### config.mk
export PLATFORM = sky130hd
export DESIGN_NAME = aud_pwm_capture
export DESIGN_NICKNAME = d
export VERILOG_FILES = /design/src/rtl/aud_pwm_capture.sv
export SDC_FILE = /design/constraint.sdc
export NUM_CORES = 1
export LEC_CHECK = 0
export BUFFER_PORTS_ARGS = -buffer_cell sky130_fd_sc_hd__buf_4
export CORE_ASPECT_RATIO = 0.5
export CORE_MARGIN = 3
export CORE_UTILIZATION = 39
export CTS_CLUSTER_SIZE = 14
export DETAILED_ROUTE_END_ITERATION = 10
export GPL_ROUTABILITY_DRIVEN = 0
export PLACE_DENSITY = 0.65
export SYNTH_ARGS = -nofsm -noshare
export SYNTH_HDL_FRONTEND = slang
export SYNTH_SLANG_ARGS = --single-unit
### constraint.sdc
create_clock -name clk -period 3.35 [get_ports clk]
set_input_delay 0.5025 -clock clk [delete_from_list [all_inputs] [get_ports clk]]
set_output_delay 0.5025 -clock clk [all_outputs]
set_load 0.05 [all_outputs]
### src/rtl/aud_pwm_capture.sv
// rtl/aud_pwm_capture.sv - PWM audio duty-cycle capture, one sample per 2^DATA_WIDTH-tick window.
// Optional majority glitch filter on the synchronized input: AUD_CAP_GLITCH_FILTER_EN.
module aud_pwm_capture #(
    parameter int DATA_WIDTH  = 8,
    parameter int CLK_DIV     = 1,
    parameter int CAPTURE_LEN = 190000,
    parameter int IDX_WIDTH   = 24
) (
    input  logic                  clk,
    input  logic                  resetn,
    input  logic                  pwm_in,
    input  logic                  start,
    input  logic                  stop,
    output logic [DATA_WIDTH-1:0] sample_data,
    output logic [IDX_WIDTH-1:0]  sample_index,
    output logic                  sample_valid,
    input  logic                  sample_ready,
    output logic                  busy,
    output logic                  done,
    output logic                  overrun
);

    localparam int DIV_W = (CLK_DIV > 1) ? $clog2(CLK_DIV) : 1;

    localparam logic [1:0] ST_IDLE    = 2'd0;
    localparam logic [1:0] ST_CAPTURE = 2'd1;
    localparam logic [1:0] ST_DONE    = 2'd2;

    logic [1:0]            state;
    logic                  pwm_m;
    logic                  pwm_s;
    logic                  pwm_bit;
    logic [DIV_W-1:0]      div_cnt;
    logic [DATA_WIDTH-1:0] win_cnt;
    logic [DATA_WIDTH:0]   hi_cnt;
    logic [DATA_WIDTH:0]   hi_next;
    logic [IDX_WIDTH-1:0]  run_cnt;
    logic [IDX_WIDTH-1:0]  run_next;
    logic [DATA_WIDTH-1:0] sample_next;
    logic                  in_cap;
    logic                  arm;
    logic                  tick;
    logic                  advance;
    logic                  win_close;
    logic                  run_last;

    assign in_cap    = (state == ST_CAPTURE);
    assign arm       = (state == ST_IDLE) && start;
    assign tick      = (div_cnt == DIV_W'(CLK_DIV - 1));
    // stop wins over a window close in the same cycle: the partial window is dropped.
    assign advance   = in_cap && tick && !stop;
    assign win_close = advance && (&win_cnt);
    assign hi_next   = hi_cnt + (DATA_WIDTH + 1)'(pwm_bit);
    assign run_next  = run_cnt + IDX_WIDTH'(1);
    assign run_last  = (run_next == IDX_WIDTH'(CAPTURE_LEN));

    assign busy = in_cap;
    assign done = (state == ST_DONE);

    // hi_next spans 0..2^DATA_WIDTH; a full-high window maps to all-ones.
    always_comb begin
        sample_next = '0;
        if (hi_next[DATA_WIDTH]) begin
            sample_next = '1;
        end else if (hi_next[DATA_WIDTH-1:0] != '0) begin
            sample_next = hi_next[DATA_WIDTH-1:0] - DATA_WIDTH'(1);
        end
    end

    always_ff @(posedge clk or negedge resetn) begin
        if (!resetn) begin
            pwm_m <= 1'b0;
            pwm_s <= 1'b0;
        end else begin
            pwm_m <= pwm_in;
            pwm_s <= pwm_m;
        end
    end

`ifdef AUD_CAP_GLITCH_FILTER_EN
    logic [2:0] filt;

    always_ff @(posedge clk or negedge resetn) begin
        if (!resetn) begin
            filt <= '0;
        end else if (arm) begin
            filt <= '0;
        end else if (in_cap && tick) begin
            filt <= {filt[1:0], pwm_s};
        end
    end

    assign pwm_bit = (filt[0] & filt[1]) | (filt[1] & filt[2]) | (filt[0] & filt[2]);
`else
    assign pwm_bit = pwm_s;
`endif

    always_ff @(posedge clk or negedge resetn) begin
        if (!resetn) begin
            state <= ST_IDLE;
        end else begin
            case (state)
                ST_IDLE: begin
                    if (start) begin
                        state <= ST_CAPTURE;
                    end
                end
                ST_CAPTURE: begin
                    if (stop) begin
                        state <= ST_IDLE;
                    end else if (win_close && run_last) begin
                        state <= ST_DONE;
                    end
                end
                ST_DONE: begin
                    if (!start) begin
                        state <= ST_IDLE;
                    end
                end
                default: state <= ST_IDLE;
            endcase
        end
    end

    always_ff @(posedge clk or negedge resetn) begin
        if (!resetn) begin
            div_cnt <= '0;
        end else if (arm) begin
            div_cnt <= '0;
        end else if (in_cap && !stop) begin
            if (tick) begin
                div_cnt <= '0;
            end else begin
                div_cnt <= div_cnt + DIV_W'(1);
            end
        end
    end

    always_ff @(posedge clk or negedge resetn) begin
        if (!resetn) begin
            win_cnt <= '0;
            hi_cnt  <= '0;
            run_cnt <= '0;
        end else if (arm) begin
            win_cnt <= '0;
            hi_cnt  <= '0;
            run_cnt <= '0;
        end else if (advance) begin
            win_cnt <= win_cnt + DATA_WIDTH'(1);
            if (win_close) begin
                hi_cnt  <= '0;
                run_cnt <= run_next;
            end else begin
                hi_cnt <= hi_next;
            end
        end
    end

    // A load in the same cycle as a transfer keeps valid high with the new sample.
    always_ff @(posedge clk or negedge resetn) begin
        if (!resetn) begin
            sample_data  <= '0;
            sample_index <= '0;
            sample_valid <= 1'b0;
            overrun      <= 1'b0;
        end else begin
            if (win_close) begin
                sample_data  <= sample_next;
                sample_index <= run_cnt;
                sample_valid <= 1'b1;
            end else if (sample_valid && sample_ready) begin
                sample_valid <= 1'b0;
            end

            if (arm) begin
                overrun <= 1'b0;
            end else if (win_close && sample_valid && !sample_ready) begin
                overrun <= 1'b1;
            end
        end
    end

endmodule

==> results of run 1 <==
[placed cells by master (no fill, tap or decap), drive strengths merged, types with 2 or more instances in the layout]
master and instances:
xor2 9, nand3 29, nand4 12, nand3b 4
nor4 7, and3 6, o31ai 4, inv 6
nor3b 2, a21oi 22, and2 4, o211ai 7
a21o 2, a31oi 8, o21a 8, nand2 108
or4 2, ha 7, nor3 7, xnor2 14
or3 5, clkbuf 9, dfrtp 79, nor2 35
clkinv 6, o21ai 46, buf 47, nor2b 3
and4 3, o41ai 3
[cells in the mapped netlist (7+ instances only)]
library cell / count
o21a_1: 8
nand4_1: 11
dfrtp_1: 79
xor2_1: 9
o21ai_0: 46
xnor2_1: 14
nand3_1: 28
a31oi_1: 8
o211ai_1: 7
nor2_1: 35
nand2_1: 108
clkbuf_1: 23
ha_1: 7
a21oi_1: 22
nor3_1: 7
[flip-flops by register name, summed over array words and instances (netlist names)]
name          cells
overrun           1
sample_index     24
run_cnt          24
state             2
win_cnt           8
pwm_m             1
hi_cnt            9
sample_data       8
pwm_bit           1
sample_valid      1
[routing by layer]
metal,wire [um],vias up
li1,-,1755
met1,4600,1680
met4,129,0
met5,0,-
met2,4080,53
met3,349,12
[worst paths after layout]
path / startpoint / end / slack (ps)
max: run_cnt[0] / state[0] / 440
min: pwm_in / pwm_m / 270
max reg2reg: run_cnt[0] / state[0] / 440
min reg2reg: pwm_m / pwm_bit / 350
max in group asynchronous: resetn / sample_index[18] / 2390
min in group asynchronous: resetn / win_cnt[3] / 340
[kinds of logic (layout without fill, tap and decap cells)]
family / count (synthesis) / after routing / share of synthesized area (%)
and+or+nand+nor: 230 / 230 / 26.4
AOI/OAI and AO/OA: 108 / 108 / 15.4
DFF: 79 / 79 / 47.5
buffers and inverters: 37 / 69 / 3.49
xor gates and xnor gates: 23 / 23 / 4.85
adders and majority gates: 7 / 7 / 2.11
muxes: 1 / 1 / 0.241
[metrics by stage]
stage               cells  hold slack, ps  cell area (um2)
floorplan             485             207             4160
global placement      636             334             4560
detailed placement    636             339             4560
CTS                   652             257             4850
global route          652             261             4850
finish                652             268             4850
[report_power, final]
part	internal [uW]	switching, uW	leakage (uW)
sequential	970	13.0	0.00110
combinational	60.6	109	0.000996
clock	571	380	0.000149
total	1600	502	0.00224
[layout make-up]
class,instances,area share (%)
Tap cell,135,3.48
Clock buffer,9,4.64
Sequential cell,79,40.7
Inverter,6,0.464
Timing Repair Buffer,47,7.27
Multi-Input combinational cell,369,42.1
Clock inverter,7,1.31
==> results.cfg, run 1 <==
[cts]
hold_buffers = 0
cts-root-buf = clkbuf_16
cts_setup_buffers = 0
worstSkewPairLatency_ps = 340
cts_tree = built
clkTransAtPathRegs_ps = 60
htree_levels = 3
numCtsBuffers = 9
cts_num_sinks = 79
cts_max_path_buffers = 2
cts_resized = 0

[final_layout]
drive_above_1_share_pct = 14.1
area_delta_synth_final_pct = 16.7
seq_area_um2 = 1980
nFillCells = 967
antenna_cells = 0
multi_input_area_um2 = 2040
layout.nets = 525
final_util_pct = 49.1

[global_routing]
grtUsageMet1_pct = 23.0
grt_pass1_wl_um = 16300
grt_use_met2_pct = 24.9
antenna_found_initial = 0
grt_use_met3_pct = 4.35
busiest_layer = met2
grt_pass1_vias = 3331
grt_max_degree = 80
overflow = 0
gr-usage-all-layers_pct = 16.4

[synthesis]
syn-num-nets = 498
synth_area_leaders = dfrtp_1, nand2_1, o21ai_0, nand3_1, nor2_1
synth_edf_count = 0
netlist_instances = 485
synthFlopType = dfrtp_1
synth_top_area_cell = dfrtp_1
synthArstFlopShare_pct = 100
yosysSeqAreaShare_pct = 47.5
synth.distinct_cells = 47
yosysWarningCount = 0
avgSynthCellArea_um2 = 8.57
synth_seq_cells = 79
synth_top_area_share_pct = 47.5
netlist_area_um2 = 4160

[critical_path]
path_depth = 8
crit_chain = ha_1, nand4_1, nor4_2, nand3_1, nand2_1, a31oi_1, or4_4, a21o_1
cp.required_ps = 3580
critical_path_class = reg2reg
path_buf_inv = 0
slowest_delay_ps = 640
arrival_ps = 3140
cpMaxStageDelayCell = nor4_2
critPathMaxFanout = 12
cp_top_family = simple AND/OR/NAND/NOR gates
critPathCaptureType = flop
start_kind = flop
worstRegToRegCells = 8

[floorplan]
die_h_um = 79.0
core.rowCount = 25
die_area_um2 = 12000
die_w_um = 152
io_pins = 42
core_um2 = 9880
start_util_pct = 42.1

[worst_hold_path]
hp-class = in2reg
hold_depth = 1

[detailed_routing]
totalWireLength_um = 9160
vias = 3500
ant_nets = 0
drc = 0
routedWlPerCell_um = 14.0
drt_first_pass_iters = 4
viasPerCell = 5.37
drtIter0Drc = 253

[sta]
fin_ws_ps = 441
hold_viol = 0
setup_tns_ps = 0
report.final.slew_viol_count = 0
rsz0062_at_grt = false
max_freq_mhz = 344
clock_skew_ps = 4.46
period_needed_ps = 2910
setup_viol = 0
fin_crit_sh_pct = 86.8
tightest_slew_ps = 988
maxSlewHeadroom_pct = 34.2

[pwr]
report.power.total_uw = 2100
leakagePower_uw = 0.00224
vdd_drop_max_mv = 0.253
powerDensity_nw_per_um2 = 433

[status]
status = complete, no violations

[run]
maxCapViolCount = 0

[place]
hpwl_um = 6070
dpl_worst_slack_ps = 487
port_buffers = 41
Power figures use the tool's default switching activity.
==> run 2: changes to the inputs <==
- PLACE_DENSITY: 0.65 -> 0.54
==> results.cfg, run 2 (same netlist as run 1, synthesis figures left out) <==
[status]
status = complete, no violations

[critical_path]
critPathMaxFanout = 12
cp.required_ps = 3580
start_kind = flop
critPathCaptureType = flop
critical_path_class = reg2reg
r2r_end = state[0]
reg2reg_from = run_cnt[0]
rrSetupSlack_ps = 400
arrival_ps = 3170
worstRegToRegCells = 8

[floorplan]
die_h_um = 79.0
io_pins = 42
die_area_um2 = 12000
start_util_pct = 42.1
die_w_um = 152
core_um2 = 9880
core.rowCount = 25

[sta]
setup_viol = 0
fin_crit_sh_pct = 88.0
period_needed_ps = 2950
tightest_slew_ps = 1020
report.final.slew_viol_count = 0
setup_tns_ps = 0
rsz0062_at_grt = false
hold_slack_ps = 273
maxSlewHeadroom_pct = 31.7
max_freq_mhz = 339
hold_viol = 0
clock_skew_ps = 7.66

[global_routing]
gr-usage-all-layers_pct = 17.6
grt_pass1_wl_um = 17200
antenna_found_initial = 0
grt_pass1_vias = 3397
grt_max_degree = 80
overflow = 0

[final_layout]
top_regs = run_cnt x24, sample_index x24, hi_cnt x9
layout.nets = 528
layout.cells.non_filler = 655
drive_above_1_share_pct = 14.4
antenna_cells = 0
most-common-layout-cells = nand2_1, dfrtp_1, buf_4
layout_commonest_cell = nand2_1
area_delta_synth_final_pct = 18.1
fin_area_um2 = 4910

[cts]
cts_setup_buffers = 0
cts_num_sinks = 79
cts-root-buf = clkbuf_16
cts_tree = built
htree_levels = 3
hold_buffers = 0
cts_resized = 0
cts_max_path_buffers = 2
worstSkewPairLatency_ps = 340
numCtsBuffers = 9
clkTransAtPathRegs_ps = 60

[detailed_routing]
vias = 3470
drtIter0Drc = 176
drc = 0
drt_first_pass_iters = 4
viasPerCell = 5.30
routedWlPerCell_um = 15.1
totalWireLength_um = 9860
ant_nets = 0

[pwr]
powerDensity_nw_per_um2 = 453
leakagePower_uw = 0.00226
vdd_drop_max_mv = 0.249

[place]
place_area_um2 = 4590
hpwl_um = 6530
port_buffers = 41
dpl.cell_count = 639

[worst_hold_path]
hp-start = pwm_in
hold_depth = 1
hp-class = in2reg
hold-path-endpoint = pwm_m

[run]
maxCapViolCount = 0
==> run 2: changes by cell type in the layout (fill, tap and decap cells not counted) <==
cell / delta
clkinv_2: -4
buf_4: +3
bufinv_16: +1
clkbuf_1: +1
clkbuf_8: +1
clkinvlp_4: +1
==> run 2: worst max-delay path, cell delays in order (launching register included) <==
cell and delay (ps):
dfrtp_1 560, ha_1 390, nand4_1 150, nor4_2 670
nand3_1 150, nand2_1 100, a31oi_1 80, or4_4 560
a21o_1 190
==> run 2: worst max-delay path by stage <==
stage | endpoint | slack (ps) | start
2_1_floorplan | state[0] | 700 | run_cnt[1]
3_3_place_gp | state[0] | 510 | run_cnt[0]
3_5_place_dp | state[0] | 440 | run_cnt[0]
4_1_cts | state[0] | 430 | run_cnt[0]
5_1_grt | state[0] | 190 | run_cnt[1]
6_report | state[0] | 400 | run_cnt[0]
==> run 2: final cells by class <==
type | instances | area [um2]
fill | 970 | 4970
sequential | 79 | 1980
inverter | 6 | 22.5
timing repair buffer | 50 | 375
clock buffer | 11 | 243
clock inverter | 5 | 81.3
multi-input combinational | 369 | 2040
tap | 135 | 169
==> run 2: per-layer routing <==
layer	part of all wire, %	global-route usage [%]	vias up
li1	-	-	1765
met1	53	25.2	1659
met2	44	26.2	39
met3	2.8	4.84	7
met4	0.73	4.84	0
met5	0	0	-
==> run 2: metrics by stage <==
stage | total power (uW) | setup WS [ps] | util, %
after floorplan | 1110 | 701 | -
after detailed placement | 1180 | 437 | 46.4
final | 2220 | 402 | 49.7
after global placement | 1180 | 512 | 46.4
after CTS | 2260 | 433 | 49.7
after global routing | 2330 | 192 | 49.7
==> run 2: report_power, final <==
group / internal, uW / switching (uW)
Sequential: 970 / 13.9
Clock: 673 / 393
Combinational: 64.9 / 110
Total: 1710 / 517
